$ cat src/rtl/cache_tag_ctrl.sv
// Tag-lookup and refill controller for a 4-way set-associative tag RAM.
// Holds per-line valid bits, picks a victim on a miss, and sequences the refill.

module cache_tag_way_cmp #(
  parameter int TAG_LEN = 20
) (
  input  logic               line_valid,
  input  logic [TAG_LEN-1:0] stored,
  input  logic [TAG_LEN-1:0] tag,
  output logic               hit
);
  assign hit = line_valid && (stored == tag);
endmodule

module cache_tag_ctrl #(
  parameter int TAG_LEN = 20,
  parameter int LOG_H   = 8,
  parameter int N       = 4,
  parameter int LOG_W   = 2
) (
  input  logic                 clk,
  input  logic                 reset,
  input  logic                 req_valid,
  output logic                 req_ready,
  input  logic [LOG_H-1:0]     req_index,
  input  logic [TAG_LEN-1:0]   req_tag,
  output logic [LOG_H-1:0]     tag_addr,
  input  logic [N*TAG_LEN-1:0] tag_rdata,
  output logic                 tag_we,
  output logic [LOG_W-1:0]     tag_way,
  output logic [TAG_LEN-1:0]   tag_wdata,
  output logic                 refill_req,
  input  logic                 refill_ready,
  input  logic                 refill_done,
  output logic                 resp_valid,
  output logic                 resp_hit,
  output logic [LOG_W-1:0]     resp_way
);
  localparam int H = 1 << LOG_H;

  typedef enum logic [2:0] {S_IDLE, S_LOOKUP, S_MISS, S_WAIT, S_WRITE} state_t;

  typedef struct packed {
    logic [LOG_H-1:0]   index;
    logic [TAG_LEN-1:0] tag;
  } req_t;

  state_t                    state;
  req_t                      lat;
  logic [H-1:0][N-1:0]       valid;
  logic [LOG_W-1:0]          rr;
  logic [LOG_W-1:0]          victim;
  logic [N-1:0][TAG_LEN-1:0] ways;
  logic [N-1:0]              set_valid;
  logic [N-1:0]              hit;
  logic                      any_hit;
  logic                      all_valid;
  logic [LOG_W-1:0]          hit_way;
  logic [LOG_W-1:0]          free_way;

  assign ways      = tag_rdata;
  assign set_valid = valid[lat.index];

  for (genvar k = 0; k < N; k++) begin : g_way
    cache_tag_way_cmp #(.TAG_LEN(TAG_LEN)) u_cmp (
      .line_valid (set_valid[k]),
      .stored     (ways[k]),
      .tag        (lat.tag),
      .hit        (hit[k])
    );
  end

  // Scan downward so the lowest-numbered matching way wins.
  always_comb begin
    hit_way  = '0;
    free_way = '0;
    for (int k = N - 1; k >= 0; k--) begin
      if (hit[k])        hit_way  = LOG_W'(k);
      if (!set_valid[k]) free_way = LOG_W'(k);
    end
  end

  assign any_hit   = |hit;
  assign all_valid = &set_valid;

  always_ff @(posedge clk) begin
    if (reset) begin
      state  <= S_IDLE;
      lat    <= '0;
      valid  <= '0;
      rr     <= '0;
      victim <= '0;
    end else begin
      case (state)
        S_IDLE:
          if (req_valid) begin
            lat   <= '{index: req_index, tag: req_tag};
            state <= S_LOOKUP;
          end
        S_LOOKUP:
          if (any_hit) begin
            state <= S_IDLE;
          end else begin
            state <= S_MISS;
            // rr only moves when a valid line must be evicted.
            if (all_valid) begin
              victim <= rr;
              rr     <= rr + LOG_W'(1);
            end else begin
              victim <= free_way;
            end
          end
        S_MISS:  if (refill_ready) state <= S_WAIT;
        S_WAIT:  if (refill_done)  state <= S_WRITE;
        S_WRITE: begin
          valid[lat.index][victim] <= 1'b1;
          state                    <= S_IDLE;
        end
        default: state <= S_IDLE;
      endcase
    end
  end

  // Outputs decode from state and registers; the hit response is resolved in
  // LOOKUP from the combinational RAM read, never from req_valid.
  assign req_ready  = (state == S_IDLE) && !reset;
  assign tag_addr   = (state == S_IDLE) ? req_index : lat.index;
  assign refill_req = (state == S_MISS);
  assign tag_we     = (state == S_WRITE);
  assign tag_way    = (state == S_WRITE) ? victim  : '0;
  assign tag_wdata  = (state == S_WRITE) ? lat.tag : '0;
  assign resp_valid = ((state == S_LOOKUP) && any_hit) || (state == S_WRITE);
  assign resp_hit   = (state == S_LOOKUP) && any_hit;
  assign resp_way   = ((state == S_LOOKUP) && any_hit) ? hit_way :
                      (state == S_WRITE)               ? victim  : '0;
endmodule

$ cat config.mk
export PLATFORM = sky130hd
export DESIGN_NAME = cache_tag_ctrl
export DESIGN_NICKNAME = d
export VERILOG_FILES = /design/src/rtl/cache_tag_ctrl.sv
export SDC_FILE = /design/constraint.sdc
export NUM_CORES = 2
export LEC_CHECK = 0
export BUFFER_PORTS_ARGS = -buffer_cell sky130_fd_sc_hd__buf_2
export CAP_MARGIN = 40
export CORE_AREA = 4 4 460 371
export CTS_CLUSTER_DIAMETER = 120
export DETAILED_ROUTE_END_ITERATION = 10
export DIE_AREA = 0 0 464 375
export PLACE_DENSITY_LB_ADDON = 0.15
export SYNTH_ARGS = -nofsm -noshare
export SYNTH_HDL_FRONTEND = slang
export SYNTH_SLANG_ARGS = --single-unit
export TNS_END_PERCENT = 50
$ cat constraint.sdc
create_clock -name clk -period 3.85 [get_ports clk]
set_input_delay 1.155 -clock clk [delete_from_list [all_inputs] [get_ports clk]]
set_output_delay 1.155 -clock clk [all_outputs]
set_load 0.005 [all_outputs]
==> out/results.txt <==
After synthesis, the most frequently instantiated cells are sky130_fd_sc_hd__nor2_1, sky130_fd_sc_hd__a21oi_1, sky130_fd_sc_hd__dfxtp_1, sky130_fd_sc_hd__clkbuf_1, sky130_fd_sc_hd__mux4_2. The maximum clock insertion buffer count is 3. The run gives 0.085 as the combinational cell fraction of total power. Wires add up to 167.5 mm. The detailed router placed 36720 vias in this run. The async set-reset flop share out of synthesis was 0; the wire length of the first global-routing pass was 244.8 mm. The fraction of the cycle the final worst path needs was 1.368; the cts-stage hold buffer count was 0.

For this design the static power due to leakage is 0.01970 µW. The total track usage came out at 0.1856. CTS placed an instance of sky130_fd_sc_hd__clkbuf_16 at the clock tree root.

By area the synthesized netlist is led by sky130_fd_sc_hd__dfxtp_1, sky130_fd_sc_hd__a21oi_1, sky130_fd_sc_hd__nor2_1. The minimum period implied by the final worst setup slack is 5.266 ns. The mean cell area of the mapped netlist came out at 9.048 µm². Yosys printed 0 warnings.

The flow ran to the end, but the final reports show violations. The initial antenna violation count is 5, and the switching share of power is 0.2444. The run gives 1059 as the clock sink total.

On the final layout, the worst clock skew is 0.03514 ns. Startpoint-to-endpoint class of the critical path: flip-flop to output port. The die is 375 µm tall. The routed via count divided by cell count is 4.938, and the number of clock buffers inserted by TritonCTS is 115. Die width: 464 µm. The core region is 166200 µm². Among all flip-flop cells after synthesis, the most frequent one is sky130_fd_sc_hd__dfxtp_1. The cell area that synthesis handed to floorplanning was 42940 µm².

The detail route stage leaves a number of antenna-violating nets equal to 0. For the setup-violating endpoint count in the final report, the log shows 4. The number of remaining DRC errors is 0. In the final routed layout, each cell accounts on average for 22.52 µm. Entering global routing, the biggest net connects 213 pins.

In this run the number of H-tree levels came out at 3. The logs give -0.008622 for the worst slew margin relative to its limit and 0.4937 for the fraction of the yosys area taken by sequential cells. The final number of max-transition violations is 26, and the total power divided by cell area is 464.2 nW/µm². Summed over all nets, the switching power comes to 6121 µW. The logs give 48820 µm² for the cell area after placement and 5215 for the net total in the final layout. The layout cell share with drive strength beyond 1 was 0.2192.

At the later pin of the worst-skew pair, clock insertion delay measures 0.74 ns. The logs give 69 for the unique cell type count in the Yosys netlist and 0.8897 for the final weighted congestion of routability-driven global placement. The cell with the most instances after synthesis is sky130_fd_sc_hd__nor2_1.

TritonCTS built the clock tree. The number of standard-cell rows in the floorplan came out at 134. The cell accounting for the most synthesized area is sky130_fd_sc_hd__dfxtp_1. The run gives 18920 µW as the internal power consumption. Of all nets on the critical path, the largest fanout is 6. The part of the power in the clock network came out at 0.475. The detailed router finished its first iteration with 3412 violations.

During I/O placement, the number of pins put on the boundary was 150. When the netlist entered floorplanning its net count stood at 4859. The area growth from synthesis to layout was 25.65%; the top cell type's share of synthesized area was 0.4937. The tools report the final non-filler cell total as 7437. The aggregate global routing overflow is 0, and the critical path data required time is 2.69 ns.

The worst path arrival time was 4.11 ns. The number of synthesized flops with an enable pin came out at 0. The transition at the pin with the smallest max-transition slack works out to 1.513 ns. The number of cells in the design after placement is 7179. The setup slack after layout is -1.416 ns. Derived from the worst setup path, the maximum achievable clock frequency is 0.1899 GHz.

The number of maximum-capacitance constraint violations was 0. The worst hold path belongs to the class flip-flop to flip-flop. Setup repair after global routing could not meet its margin everywhere.

The via count of the first global-routing pass is 34610, and the cell area after layout is 53960 µm². The worst setup path is captured at an output port. For the number of endpoints with negative hold slack in the final report, the log shows 0. The die area was 174000 µm²; the clock-pin transition on the worst setup and hold timing paths was 0.06 ns. The number of instances in the synthesized netlist came out at 4746.

Across the VDD grid, the largest voltage drop is 346.8 µV. The final reports fail on slew limit, setup timing. The run gives 0.2585 as the starting density of the core. STA classifies the critical path startpoint as a flip-flop.

The total power draw was 25050 µW. The logs give 0.440 for the part of the power in registers and 5 for the total iterations of the first detailed-routing run. After legalization and detailed placement, the total HPWL measured 115.4 mm. During placement, the flow inserted port buffers numbering 149. After synthesis the netlist holds a flip-flop and latch count of 1059.
worst max-delay path, cell delays in order, from the launching register on:
cell	delay (ns)
sky130_fd_sc_hd__dfxtp_4	0.36
sky130_fd_sc_hd__buf_12	0.15
sky130_fd_sc_hd__buf_12	0.14
sky130_fd_sc_hd__buf_8	0.14
sky130_fd_sc_hd__mux4_2	0.50
sky130_fd_sc_hd__mux2i_1	0.17
sky130_fd_sc_hd__buf_4	0.19
sky130_fd_sc_hd__o22ai_1	0.13
sky130_fd_sc_hd__o22ai_2	0.29
sky130_fd_sc_hd__buf_4	0.17
sky130_fd_sc_hd__o31ai_2	0.06
sky130_fd_sc_hd__o311ai_1	0.30
sky130_fd_sc_hd__buf_4	0.19
sky130_fd_sc_hd__nand3b_1	0.13
sky130_fd_sc_hd__buf_6	0.17
sky130_fd_sc_hd__a21o_1	0.17
sky130_fd_sc_hd__buf_2	0.12
registers in the layout (all words and copies together), names as in the netlist:
register  flops
lat          28
rr            2
state         3
valid      1024
victim        2
repair_timing:
item / 4_1_cts / 5_1_grt
setup buffers: 37 / 10
gates cloned: 4 / 0
pin swaps: 10 / 18
endpoints found under the setup margin: 9 / 6
gates resized for setup: 71 / 43
layout by cell type (no fill, tap or decap), types with 40 or more instances in the layout:
cell	Yosys	layout
sky130_fd_sc_hd__xor2_1	40	40
sky130_fd_sc_hd__buf_12	0	60
sky130_fd_sc_hd__nor2_1	1301	1298
sky130_fd_sc_hd__mux2i_1	156	151
sky130_fd_sc_hd__a21oi_1	1072	1071
sky130_fd_sc_hd__buf_2	33	147
sky130_fd_sc_hd__nand2_1	118	117
sky130_fd_sc_hd__buf_4	21	413
sky130_fd_sc_hd__clkbuf_16	0	117
sky130_fd_sc_hd__dfxtp_1	1059	1053
sky130_fd_sc_hd__mux4_2	204	204
sky130_fd_sc_hd__xnor2_1	40	40
power by group through the flow:
stage / combinational [µW] / sequential (µW) / clock [µW]
2_1_floorplan: 991 / 11200 / 0
3_3_place_gp: 1940 / 11300 / 0
3_5_place_dp: 1940 / 11300 / 0
4_1_cts: 2090 / 11000 / 12200
5_1_grt: 2230 / 11000 / 12600
6_report: 2120 / 11000 / 11900
cell families (layout without fill, tap and decap cells):
| kind of cell | Yosys count | in the layout | synth area share |
|---|---|---|---|
| simple gates | 1589 | 1589 | 0.1491 |
| buf+inv | 415 | 861 | 0.04169 |
| flops | 1059 | 1059 | 0.4937 |
| other cells | 0 | 1 | 0 |
| compound gates | 1229 | 1229 | 0.1522 |
| xor+xnor | 80 | 80 | 0.01632 |
| mux | 374 | 374 | 0.1470 |
final timing paths:
check | start | to | slack (ns) | cells past startpoint
worst min register to register | valid[480] | valid[480] | 0.46 | 2
worst min-delay path | valid[480] | valid[480] | 0.46 | 2
worst max register to register | lat[21] | rr[1] | 0.11 | 16
worst max-delay path | lat[21] | resp_valid | -1.42 | 16
final cells by class:
| type | count | area, µm² |
|---|---|---|
| Timing Repair Buffer | 646 | 5468 |
| Fill cell | 17250 | 112200 |
| Tap cell | 2244 | 2808 |
| Clock buffer | 155 | 3321 |
| Inverter | 8 | 30.03 |
| Clock inverter | 52 | 714.4 |
| Antenna cell | 1 | 2.502 |
| Multi-Input combinational cell | 3272 | 20400 |
| Sequential cell | 1059 | 21220 |
metrics by stage:
stage	hold slack, ns	util	TNS (ns)	setup WS, ns
final	0.4614	0.3247	-5.450	-1.416
after global routing	0.4729	0.3247	-5.952	-1.543
after detailed placement	0.4476	0.2938	-5.039	-1.171
after CTS	0.4642	0.3229	-5.769	-1.477
after global placement	0.4413	0.2935	-4.810	-1.216
after floorplan	0.4315	-	0	0.006420
metal layers:
| layer | track usage | vias to the layer above | wire [µm] |
|---|---|---|---|
| met2 | 0.2625 | 1139 | 68980 |
| met3 | 0.02966 | 183 | 10450 |
| met4 | 0.03816 | 0 | 3226 |
| li1 | - | 17240 | - |
| met5 | 0 | - | 0 |
| met1 | 0.2922 | 18160 | 84840 |
(Power assumes the default switching activity.)
